**config.mk**
```make
export PLATFORM = sky130hd
export DESIGN_NAME = sntc_ldpc_cword_serializer
export DESIGN_NICKNAME = d
export VERILOG_FILES = /design/src/rtl/sntc_ldpc_cword_serializer.sv
export SDC_FILE = /design/constraint.sdc
export NUM_CORES = 1
export LEC_CHECK = 0
export ABC_CLOCK_PERIOD_IN_PS = 3720
export BUFFER_PORTS_ARGS = -buffer_cell sky130_fd_sc_hd__buf_2
export CAP_MARGIN = 5
export CORE_ASPECT_RATIO = 1.5
export CORE_MARGIN = 1.5
export CORE_UTILIZATION = 54
export DETAILED_ROUTE_END_ITERATION = 10
export PLACE_DENSITY = 0.8
export REMOVE_ABC_BUFFERS = 1
export SLEW_MARGIN = 20
export SYNTH_ARGS = -nofsm -noshare
export SYNTH_HDL_FRONTEND = slang
export SYNTH_SLANG_ARGS = --single-unit
```
**constraint.sdc**
```tcl
create_clock -name clk -period 3.72 [get_ports clk]
set_clock_uncertainty 0.2 [all_clocks]
set_input_delay 0.186 -clock clk [delete_from_list [all_inputs] [get_ports clk]]
set_output_delay 0.186 -clock clk [all_outputs]
set_load 0.02 [all_outputs]
```
**src/rtl/sntc_ldpc_cword_serializer.sv**
```systemverilog
// Holds one encoded LDPC codeword and streams it as W-bit beats on a valid/ready bus.
// Optional trailer beat (XOR of all data beats) when SNTC_SER_PARITY_EN is defined.
module sntc_ldpc_cword_serializer #(
   parameter int NN = 'h000d0,
   parameter int W  = 8
) (
   input  logic          clk,
   input  logic          rst,
   input  logic          clr,
   input  logic [NN-1:0] cword_in,
   input  logic          cword_ok,
   input  logic          cword_load,
   output logic          cword_ready,
   output logic [W-1:0]  out_data,
   output logic          out_valid,
   input  logic          out_ready,
   output logic          out_sop,
   output logic          out_eop,
   output logic          out_bad,
   output logic [15:0]   frame_cnt
);

   localparam int NBEAT = (NN + W - 1) / W;
   localparam int CNT_W = $clog2(NBEAT + 1);
   localparam int HW    = NBEAT * W;

   localparam logic [1:0] S_IDLE  = 2'd0;
   localparam logic [1:0] S_SEND  = 2'd1;
`ifdef SNTC_SER_PARITY_EN
   localparam logic [1:0] S_TRAIL = 2'd2;
`endif

   logic [1:0]       state;
   logic [CNT_W-1:0] cnt;
   logic [HW-1:0]    hold;
   logic [HW-1:0]    cword_pad;
   logic             bad;
   logic             last_data;
   logic             final_beat;
   logic             load_hs;
   logic             out_hs;
   logic [W-1:0]     beat;

   // Pad to a whole number of beats so bits beyond NN read back as zero.
   always_comb begin
      cword_pad           = '0;
      cword_pad[NN-1:0]   = cword_in;
   end

   assign last_data = (cnt == CNT_W'(NBEAT - 1));
   assign beat      = hold[int'(cnt) * W +: W];

`ifdef SNTC_SER_PARITY_EN
   logic [W-1:0] trailer;

   always_comb begin
      trailer = '0;
      for (int k = 0; k < NBEAT; k++) begin
         trailer = trailer ^ hold[k * W +: W];
      end
   end

   assign final_beat = (state == S_TRAIL);
`else
   assign final_beat = (state == S_SEND) && last_data;
`endif

   assign out_valid   = (state != S_IDLE);
   assign out_sop     = (state == S_SEND) && (cnt == '0);
   assign out_eop     = final_beat;
   assign out_bad     = out_valid & bad;
   assign cword_ready = (state == S_IDLE) | (final_beat & out_ready);
   assign load_hs     = cword_load & cword_ready;
   assign out_hs      = out_valid & out_ready;

   always_comb begin
      out_data = '0;
      if (state == S_SEND) begin
         out_data = beat;
      end
`ifdef SNTC_SER_PARITY_EN
      else if (state == S_TRAIL) begin
         out_data = trailer;
      end
`endif
   end

   always_ff @(posedge clk) begin
      if (rst || clr) begin
         state     <= S_IDLE;
         cnt       <= '0;
         hold      <= '0;
         bad       <= 1'b0;
         frame_cnt <= '0;
      end else begin
         if (out_hs && final_beat) begin
            frame_cnt <= frame_cnt + 16'd1;
         end
         // A load on the final-beat handshake restarts at beat 0 with no idle gap.
         if (load_hs) begin
            hold  <= cword_pad;
            bad   <= ~cword_ok;
            state <= S_SEND;
            cnt   <= '0;
         end else if (out_hs) begin
            if ((state == S_SEND) && !last_data) begin
               cnt <= cnt + 1'b1;
            end else if (final_beat) begin
               state <= S_IDLE;
               cnt   <= '0;
            end
`ifdef SNTC_SER_PARITY_EN
            else if (state == S_SEND) begin
               state <= S_TRAIL;
            end
`endif
         end
      end
   end

endmodule
```
==> flow_metrics.py, run 1 <==
metrics = {
    "hold_path": {
        "hold_depth": 4,
        "min_to": "cnt[0]",
        "hold_path_class": "input pin to flip-flop",
        "hp-start": "out_ready",
    },
    "timing": {
        "tightest_slew_ns": 0.9997,
        "rsz0062_at_grt": "no",
        "setup_viol_count_final": 0,
        "clock.fmax_mhz": 285.1,
        "period_needed_ns": 3.507,
        "fin_crit_sh_pct": 94.28,
        "hold_viol": 0,
        "slew_headroom_pct": 33.35,
        "finalMaxSlewViolations": 0,
    },
    "worst_setup_path": {
        "critPathMaxFanout": 38,
        "r2r_start": "cnt[4]",
        "r2r_cells": 5,
        "r2r-end": "frame_cnt[11]",
        "critPathArrivalTime_ns": 3.12,
        "path_class": "flip-flop to output pin",
        "startpoint_type": "flip-flop",
        "end_kind": "output pin",
        "ff2ff_setup_slack_ns": 0.66,
        "worst_ep_required_time_ns": 3.33,
    },
    "synthesis": {
        "synthesis.area_mm2": 0.01066,
        "ys_top_cells_by_area": "dfxtp_1 43%, a21oi_1 10%, nand3_1 10%",
        "synth_top_cell_by_area": "dfxtp_1",
        "seq_area_frac_synth_pct": 43.39,
        "muxShareOfSynthArea_pct": 10.42,
        "synthXorXnorAreaFrac_pct": 0.9039,
        "synth_seq_cells": 231,
        "synthAdderAreaFrac_pct": 0.4695,
        "ys.warnings.count": 0,
        "synthCells": 1258,
        "synthSimpleGateAreaFrac_pct": 14.18,
        "ys_types": 43,
        "synth_edf_count": 0,
        "avgSynthCellArea_um2": 8.473,
        "yosys.area.top_type_share_pct": 43.39,
        "synth-main-ff-cell": "dfxtp_1",
        "synth_top_family_by_area": "compound AO/OA/AOI/OAI gates",
        "synth_compound_area_share_pct": 24.60,
        "synthArstFlopShare_pct": 0,
    },
    "detailed_routing": {
        "vias_per_cell": 6.335,
        "vias": 11930,
        "routed_wl_mm": 39.76,
        "drtPass1Iterations": 8,
        "remaining_drc_errors": 0,
        "wl_per_cell_um": 21.12,
        "drt_iter0_drc": 1514,
        "ant_nets": 0,
    },
    "clocking": {
        "clock_sinks": 231,
        "cts_setup_buffers": 0,
        "cts_root_buf": "clkbuf_16",
        "clk_latency_ns": 0.50,
        "path_clk_slew_ns": 0.06,
        "cts_max_level": 1,
        "cts_tree": "yes",
        "cts_max_path_buffers": 3,
        "cts_inserted_buffers": 22,
    },
    "global_route": {
        "grt_overflow": 0,
        "track_usage_pct": 37.43,
        "grt_pass1_wl_mm": 61.94,
        "antenna_found_initial": 3,
        "grt_pass1_vias": 11930,
        "grt_max_degree": 210,
    },
    "placement": {
        "place_congestion": 0.8297,
        "io_buffers": 242,
        "placed_cell_area_mm2": 0.01180,
        "dpl.cell_count": 1627,
        "dpl.hpwl_mm": 18.82,
    },
    "power_and_ir_drop": {
        "ir_drop_mv": 0.3159,
        "leakage_nw": 5.446,
        "power_per_cell_area_mw_per_mm2": 379.3,
    },
    "status": {
        "status": "completed",
    },
    "floorplan": {
        "floorplan.initialDensity_pct": 55.40,
        "rows": 62,
        "die_h_um": 175.1,
        "design.core.area_mm2": 0.01924,
        "fp.dieW_um": 117.7,
        "io_pins": 243,
        "die_area_mm2": 0.02061,
    },
    "final_layout": {
        "finalInstanceArea_mm2": 0.01470,
        "final_cell_mix": "241 x buf_2, 227 x dfxtp_1, 220 x nand3_1",
        "stdcell_count": 1883,
        "nets": 1827,
        "drive_above_1_share_pct": 20.57,
        "area.growth.synth_to_final_pct": 37.90,
        "layout_commonest_cell": "buf_2",
    },
    "job": {
        "cap_violations": 0,
    },
}
-- sequential cells by signal (all words and copies together), names as in the netlist --
signal     cells
cnt            5
hold         208
bad            1
state          1
frame_cnt     16
-- cell usage after synthesis, types with 5 or more instances --
master	n
dfxtp_1	231
a21oi_1	220
nand3_1	220
o21ai_0	219
clkbuf_1	82
mux2i_1	48
buf_2	46
mux4_2	28
a22oi_1	16
buf_1	14
nand2_1	14
nor2_1	12
a221oi_1	8
inv_1	7
xor2_1	7
or3_1	6
a211oi_1	5
and2_1	5
nor2b_1	5
-- what timing repair did --
action,in CTS,in global routing
gates resized for setup,0,0
hold endpoints to repair,211,0
hold buffers,213,0
-- metrics by stage --
| stage | hold WS [ns] | setup slack, ns | power [mW] | TNS [ns] | utilization (%) |
|---|---|---|---|---|---|
| after floorplan | 0.08261 | -12.33 | 2.859 | -2620.50 | - |
| after global placement | 0.2026 | 0.8270 | 3.104 | 0 | 61.36 |
| after detailed placement | 0.2011 | 0.7469 | 3.116 | 0 | 61.36 |
| after CTS | 0.02844 | 0.2245 | 5.513 | 0 | 76.22 |
| after global routing | 0.1121 | 0.002817 | 5.725 | 0 | 76.40 |
| final | 0.07111 | 0.2128 | 5.575 | 0 | 76.40 |
-- power breakdown --
group / switching (mW) / leakage (nW) / total, mW / internal, mW
registers: 0.0389 / 1.88 / 2.58 / 2.54
logic: 0.375 / 3.20 / 0.716 / 0.341
clock network: 0.959 / 0.365 / 2.28 / 1.32
-- per-layer routing --
metal / global-route usage, % / up-vias / wire length, um
li1: - / 5329 / -
met1: 40.76 / 5522 / 13530
met2: 65.94 / 840 / 20110
met4: 25.51 / 0 / 2903
met3: 6.756 / 238 / 3222
met5: 0 / - / 0
-- final cells by class --
| cell class | instances | area (um2) |
|---|---|---|
| clock buffers | 33 | 673.1 |
| multi-input cells | 875 | 5405 |
| clock inverters | 6 | 55.05 |
| inverters | 7 | 33.78 |
| well taps | 256 | 320.3 |
| fillers | 1316 | 4539 |
| diodes | 3 | 7.507 |
| repair buffers | 472 | 3572 |
| flip-flops and latches | 231 | 4632 |
-- cells by family after synthesis --
family	count (synthesis)
xor+xnor	11
simple gates	290
mux	76
compound gates	494
buf+inv	152
fa+ha+maj	4
flops	231
-- worst max path at each step --
stage / startpoint / end / cells after the start
3_3_place_gp: cnt[1] / cnt[3] / 7
2_1_floorplan: cnt[1] / bad / 7
3_5_place_dp: cnt[1] / cnt[4] / 7
5_1_grt: cnt[1] / out_data[1] / 6
4_1_cts: cnt[1] / out_data[1] / 6
6_report: cnt[1] / out_data[1] / 6
-- worst max-delay path, stage by stage, from the launching register on --
cell      delay [ns]
dfxtp_4         0.60
buf_4           0.60
nor2b_1         0.19
a221oi_1        0.28
o21ai_0         0.19
a221oi_1        0.45
buf_2           0.25
No activity file was read; power rests on OpenSTA's default activity.
==> run 2: changes to the inputs <==
--- a/config.mk
+++ b/config.mk
@@ -5,14 +5,15 @@
 export SDC_FILE = /design/constraint.sdc
 export NUM_CORES = 1
 export LEC_CHECK = 0
+export ABC_AREA = 1
 export ABC_CLOCK_PERIOD_IN_PS = 3720
-export BUFFER_PORTS_ARGS = -buffer_cell sky130_fd_sc_hd__buf_2
+export BUFFER_PORTS_ARGS = -buffer_cell sky130_fd_sc_hd__clkbuf_2
 export CAP_MARGIN = 5
 export CORE_ASPECT_RATIO = 1.5
 export CORE_MARGIN = 1.5
-export CORE_UTILIZATION = 54
+export CORE_UTILIZATION = 55
 export DETAILED_ROUTE_END_ITERATION = 10
-export PLACE_DENSITY = 0.8
+export PLACE_DENSITY = 0.81
 export REMOVE_ABC_BUFFERS = 1
 export SLEW_MARGIN = 20
 export SYNTH_ARGS = -nofsm -noshare
==> flow_metrics.py, run 2 <==
metrics = {
    "status": {
        "status": "completed",
    },
    "worst_setup_path": {
        "ff2ff_setup_slack_ns": 0.46,
        "path_class": "flip-flop to flip-flop",
        "startpoint_type": "flip-flop",
        "critPathMaxFanout": 71,
        "end_kind": "flip-flop",
        "worst_ep_required_time_ns": 3.95,
        "critPathArrivalTime_ns": 3.49,
    },
    "detailed_routing": {
        "routed_wl_mm": 40.06,
        "vias_per_cell": 5.479,
        "drtPass1Iterations": 5,
        "vias": 12850,
        "wl_per_cell_um": 17.08,
        "remaining_drc_errors": 0,
        "drt_iter0_drc": 968,
        "ant_nets": 0,
    },
    "synthesis": {
        "synth_seq_cells": 231,
        "ys_top_cells_by_area": "dfxtp_1 43%, nor2_1 17%, nand2_1 14%",
        "ys.warnings.count": 0,
        "synth.most_common_cell": "nor2_1",
        "avgSynthCellArea_um2": 6.439,
        "synthCells": 1679,
        "synth_top_cell_by_area": "dfxtp_1",
        "seq_area_frac_synth_pct": 42.78,
        "synthesis.area_mm2": 0.01081,
        "synth-main-ff-cell": "dfxtp_1",
        "synthTopCellsByCount": "498 x nor2_1, 390 x nand2_1, 231 x dfxtp_1",
        "ys_types": 27,
        "synth_edf_count": 0,
        "yosys.area.top_type_share_pct": 42.78,
        "synthArstFlopShare_pct": 0,
    },
    "clocking": {
        "clock_sinks": 231,
        "cts_max_level": 1,
        "ctsHoldBuffers": 224,
        "cts_max_path_buffers": 3,
        "cts_setup_buffers": 0,
        "clk_latency_ns": 0.51,
        "cts_root_buf": "clkbuf_16",
        "cts_inserted_buffers": 22,
        "cts-resized-gates": 0,
        "cts_tree": "yes",
        "path_clk_slew_ns": 0.06,
    },
    "power_and_ir_drop": {
        "p_int_mw": 4.379,
        "leakage_nw": 6.880,
        "power_per_cell_area_mw_per_mm2": 391.1,
        "combPwrFrac_pct": 13.7,
        "clkPwrFrac_pct": 41.2,
        "p_sw_share_pct": 25.07,
        "p_sw_mw": 1.465,
        "power_frac_seq_pct": 45.1,
        "ir_drop_mv": 0.3217,
    },
    "floorplan": {
        "design.core.area_mm2": 0.01924,
        "io_pins": 243,
        "rows": 62,
        "die_area_mm2": 0.02052,
        "floorplan.initialDensity_pct": 56.19,
        "fp.dieW_um": 117.5,
        "die_h_um": 174.7,
    },
    "timing": {
        "slew_headroom_pct": 32.84,
        "tightest_slew_ns": 1.006,
        "fin_crit_sh_pct": 87.72,
        "setup_viol_count_final": 0,
        "rsz0062_at_grt": "no",
        "hold_viol": 0,
        "period_needed_ns": 3.263,
        "finalMaxSlewViolations": 0,
        "clock.fmax_mhz": 306.5,
        "worst_slack_ns": 0.4568,
    },
    "job": {
        "cap_violations": 0,
    },
    "placement": {
        "dpl.hpwl_mm": 19.64,
        "dpl.cell_count": 2084,
        "place_congestion": 0.8244,
        "io_buffers": 242,
        "dp_slack_ns": 1.103,
    },
    "global_route": {
        "met2_usage_pct": 69.53,
        "use_met1_pct": 40.65,
        "track_usage_pct": 38.56,
        "grt_pass1_wl_mm": 64.11,
        "grt_pass1_vias": 13070,
        "grt_max_degree": 114,
        "grt_overflow": 0,
        "antenna_found_initial": 2,
        "use_met3_pct": 6.984,
        "busiest_layer": "met2",
    },
    "final_layout": {
        "nets": 2294,
        "fillers": 1333,
        "utilization_pct": 77.67,
        "drive_above_1_share_pct": 14.79,
        "final_cell_mix": "495 x nor2_1, 390 x nand2_1, 242 x clkbuf_2",
        "layout_commonest_cell": "nor2_1",
        "area.growth.synth_to_final_pct": 38.22,
        "largestRegisters": "hold x208, frame_cnt x16, cnt x5",
        "regMostFlops": "hold",
        "seq_area_mm2": 0.004629,
        "stdcell_count": 2346,
        "multiInputGateArea_mm2": 0.005229,
        "largest_reg_flops": 208,
    },
    "hold_path": {
        "hold_path_class": "input pin to flip-flop",
    },
}
-- run 2: layer usage --
layer	share of wire, %	wire length, um
met3	7.0	2806
met1	35	14130
met5	0.032	13
met4	7.6	3059
met2	50	20050
-- run 2: worst max-delay path, stage by stage, from the launching register on --
cell and delay, ns:
dfxtp_4 0.44, ha_1 0.24, nand2_1 0.08, nor2_2 0.05, nand2_2 0.24, nand2_4 0.12, nand2_8 0.20, buf_4 0.56
o21ai_0 0.20, dlygate4sd3_1 0.63, nor2_1 0.18
-- run 2: power by group through the flow --
stage / Sequential, mW / Clock, mW / Combinational (mW)
6_report: 2.64 / 2.41 / 0.800
3_5_place_dp: 2.68 / 0 / 0.547
5_1_grt: 2.64 / 2.50 / 0.871
3_3_place_gp: 2.68 / 0 / 0.536
4_1_cts: 2.63 / 2.39 / 0.737
2_1_floorplan: 2.67 / 0 / 0.343
-- run 2: final cells by class --
type	instances	area share (%)
clock inverters	6	0.7034
flip-flops and latches	231	30.98
clock buffers	31	4.388
inverters	90	2.303
multi-input cells	1248	34.99
well taps	256	2.144
diodes	1	0.01675
repair buffers	483	24.47
-- run 2: worst paths after layout --
check                                    end  cells after the start      start
worst max-delay path                hold[97]                     10     cnt[0]
worst min-delay path            frame_cnt[5]                      5        clr
worst max register to register      hold[97]                     10     cnt[0]
worst min register to register     hold[115]                      2  hold[115]
-- run 2: cells by family after synthesis --
logic type,share of synthesized area (%)
xor+xnor,0.3241
flops,42.78
buf+inv,9.051
compound gates,11.59
simple gates,35.80
fa+ha+maj,0.4630
-- run 2: stage by stage --
stage,TNS (ns),area [um2],hold slack (ns),power (mW)
final,0,14940,0.02521,5.844
after global routing,0,14940,0.04932,6.011
after CTS,0,14940,0.004485,5.758
after detailed placement,0,11940,0.2265,3.230
after global placement,0,11940,0.2236,3.215
after floorplan,-538.26,10170,0.1348,3.016
==> run 3: changes to the inputs <==
--- a/config.mk
+++ b/config.mk
@@ -5,15 +5,14 @@
 export SDC_FILE = /design/constraint.sdc
 export NUM_CORES = 1
 export LEC_CHECK = 0
-export ABC_AREA = 1
 export ABC_CLOCK_PERIOD_IN_PS = 3720
 export BUFFER_PORTS_ARGS = -buffer_cell sky130_fd_sc_hd__clkbuf_2
 export CAP_MARGIN = 5
 export CORE_ASPECT_RATIO = 1.5
 export CORE_MARGIN = 1.5
-export CORE_UTILIZATION = 55
+export CORE_UTILIZATION = 54
 export DETAILED_ROUTE_END_ITERATION = 10
-export PLACE_DENSITY = 0.81
+export PLACE_DENSITY = 0.8
 export REMOVE_ABC_BUFFERS = 1
 export SLEW_MARGIN = 20
 export SYNTH_ARGS = -nofsm -noshare
==> flow_metrics.py, run 3 (same netlist as run 1, synthesis figures left out) <==
metrics = {
    "status": {
        "status": "completed",
    },
    "clocking": {
        "cts_root_buf": "clkbuf_16",
        "cts_tree": "yes",
        "cts-resized-gates": 0,
        "path_clk_slew_ns": 0.06,
        "cts_max_path_buffers": 3,
        "clock_sinks": 231,
        "cts_max_level": 1,
        "clk_latency_ns": 0.50,
        "cts_inserted_buffers": 22,
    },
    "detailed_routing": {
        "vias": 11880,
        "wl_met3_mm": 2.919,
        "wl_met2_mm": 19.34,
        "vias_per_cell": 6.316,
        "routed_wl_mm": 38.74,
        "drtPass1Iterations": 6,
        "wl_per_cell_um": 20.60,
        "ant_nets": 0,
        "drt_iter0_drc": 1620,
        "wl_met1_mm": 13.55,
        "remaining_drc_errors": 0,
        "dr.max_layer_used": "met4",
    },
    "timing": {
        "fin_crit_sh_pct": 91.90,
        "setup_viol_count_final": 0,
        "tns_ns": 0,
        "tightest_slew_ns": 1.087,
        "clock.fmax_mhz": 292.5,
        "hold_viol": 0,
        "finalMaxSlewViolations": 0,
        "period_needed_ns": 3.419,
        "slew_headroom_pct": 27.52,
        "rsz0062_at_grt": "no",
    },
    "hold_path": {
        "hold_depth": 4,
        "min_to": "cnt[1]",
        "hold_path_class": "input pin to flip-flop",
        "hp-start": "out_ready",
    },
    "power_and_ir_drop": {
        "ir_drop_mv": 0.2858,
        "power_per_cell_area_mw_per_mm2": 379.8,
        "leakage_nw": 5.434,
        "clkPwrFrac_pct": 40.8,
        "p_sw_mw": 1.360,
        "p_int_mw": 4.205,
        "combPwrFrac_pct": 12.8,
        "power_frac_seq_pct": 46.4,
        "p_sw_share_pct": 24.43,
    },
    "placement": {
        "dpl.hpwl_mm": 18.54,
        "dpl.cell_count": 1627,
        "place_congestion": 0.8055,
        "io_buffers": 242,
    },
    "worst_setup_path": {
        "crit_path_frequent_cell": "a22oi_1",
        "r2r_cells": 7,
        "critPathSlowestCell": "dfxtp_4",
        "r2r_start": "cnt[1]",
        "end_kind": "output pin",
        "critPathMaxStageDelay_ns": 0.72,
        "ff2ff_setup_slack_ns": 0.50,
        "critPathArrivalTime_ns": 3.03,
        "startpoint_type": "flip-flop",
        "critPathMaxFanout": 34,
        "worst_ep_required_time_ns": 3.33,
        "path_cells": "buf_4 -> mux4_2 -> a22oi_1 -> a22oi_1 -> clkbuf_2",
        "path_class": "flip-flop to output pin",
        "r2r-end": "cnt[4]",
    },
    "final_layout": {
        "drive_above_1_share_pct": 20.23,
        "regMostFlops": "hold",
        "seq_area_mm2": 0.004632,
        "fillers": 1317,
        "final_cell_mix": "241 x clkbuf_2, 227 x dfxtp_1, 220 x nand3_1",
        "largestRegisters": "hold x208, frame_cnt x16, cnt x5",
        "largest_reg_flops": 208,
        "layout_commonest_cell": "clkbuf_2",
        "multiInputGateArea_mm2": 0.005405,
        "area.growth.synth_to_final_pct": 37.45,
        "nets": 1827,
        "stdcell_count": 1880,
    },
    "floorplan": {
        "floorplan.initialDensity_pct": 55.40,
        "die_h_um": 175.1,
        "io_pins": 243,
        "design.core.area_mm2": 0.01924,
        "fp.dieW_um": 117.7,
        "die_area_mm2": 0.02061,
        "rows": 62,
    },
    "global_route": {
        "grt_max_degree": 230,
        "grt_overflow": 0,
        "grt_pass1_vias": 11860,
        "track_usage_pct": 36.44,
        "grt_pass1_wl_mm": 60.69,
        "antenna_found_initial": 3,
    },
    "job": {
        "cap_violations": 0,
    },
}
[run 3: cell count changes in the layout (fill, tap and decap cells not counted), moves of 48 or more]
cell     previous run  this run
o21ai_1            62         0
o21ai_0           167       219
nand2_1           390        14
nand3_1            87       220
inv_1              83         5
mux2i_1             0        48
a21oi_1            20       219
nor2_1            495        12
[run 3: cell type report]
cell class                      instances  share of cell area [%]
Multi-Input combinational cell        875                   36.89
Sequential cell                       231                   31.62
Timing Repair Buffer                  472                   24.18
Clock buffer                           32                   4.364
Tap cell                              256                   2.186
Clock inverter                          4                  0.4783
Inverter                                7                  0.2306
Antenna cell                            3                 0.05124
[run 3: per-layer routing]
layer  up-vias  track usage (%)
met4         0            25.86
met3       233            4.961
met5         -                0
met2       765            62.67
met1      5542            41.61
li1       5335                -
[run 3: worst max path at each step]
stage | startpoint | to | slack, ns | cells past startpoint
floorplan | cnt[1] | bad | -12.33 | 7
global placement | cnt[1] | cnt[3] | 0.65 | 7
detailed placement | cnt[1] | cnt[4] | 0.57 | 7
CTS | cnt[1] | out_data[5] | 0.29 | 5
global route | cnt[1] | out_data[5] | 0.20 | 5
finish | cnt[1] | out_data[5] | 0.30 | 5
[run 3: metrics by stage]
step | cell area, um2 | utilization, % | total power [mW] | setup slack (ns) | hold WS [ns]
after CTS | 14640 | 76.11 | 5.513 | 0.2915 | 0.08091
after detailed placement | 11790 | 61.29 | 3.114 | 0.5691 | 0.2106
after floorplan | 10040 | - | 2.859 | -12.33 | 0.08261
after global placement | 11790 | 61.29 | 3.101 | 0.6505 | 0.2072
final | 14650 | 76.15 | 5.564 | 0.3014 | 0.1131
after global routing | 14650 | 76.15 | 5.728 | 0.1963 | 0.1512
[run 3: worst max-delay path: cells and delay by family, from the launching register on]
family | cells | cell delay [ns]
mux | 1 | 0.57
flops | 1 | 0.72
buf+inv | 2 | 0.76
compound gates | 2 | 0.47
[run 3: timing repair]
item,in CTS,in global routing
hold buffers,214,0
buffers inserted,0,0
endpoints found under the hold margin,212,0
[run 3: power by group through the flow]
stage               Sequential [mW]  Clock (mW)  Combinational, mW
detailed placement             2.63           0              0.483
CTS                            2.58        2.28              0.660
global placement               2.63           0              0.474
finish                         2.58        2.27              0.710
global route                   2.59        2.39              0.757
floorplan                      2.62           0              0.236
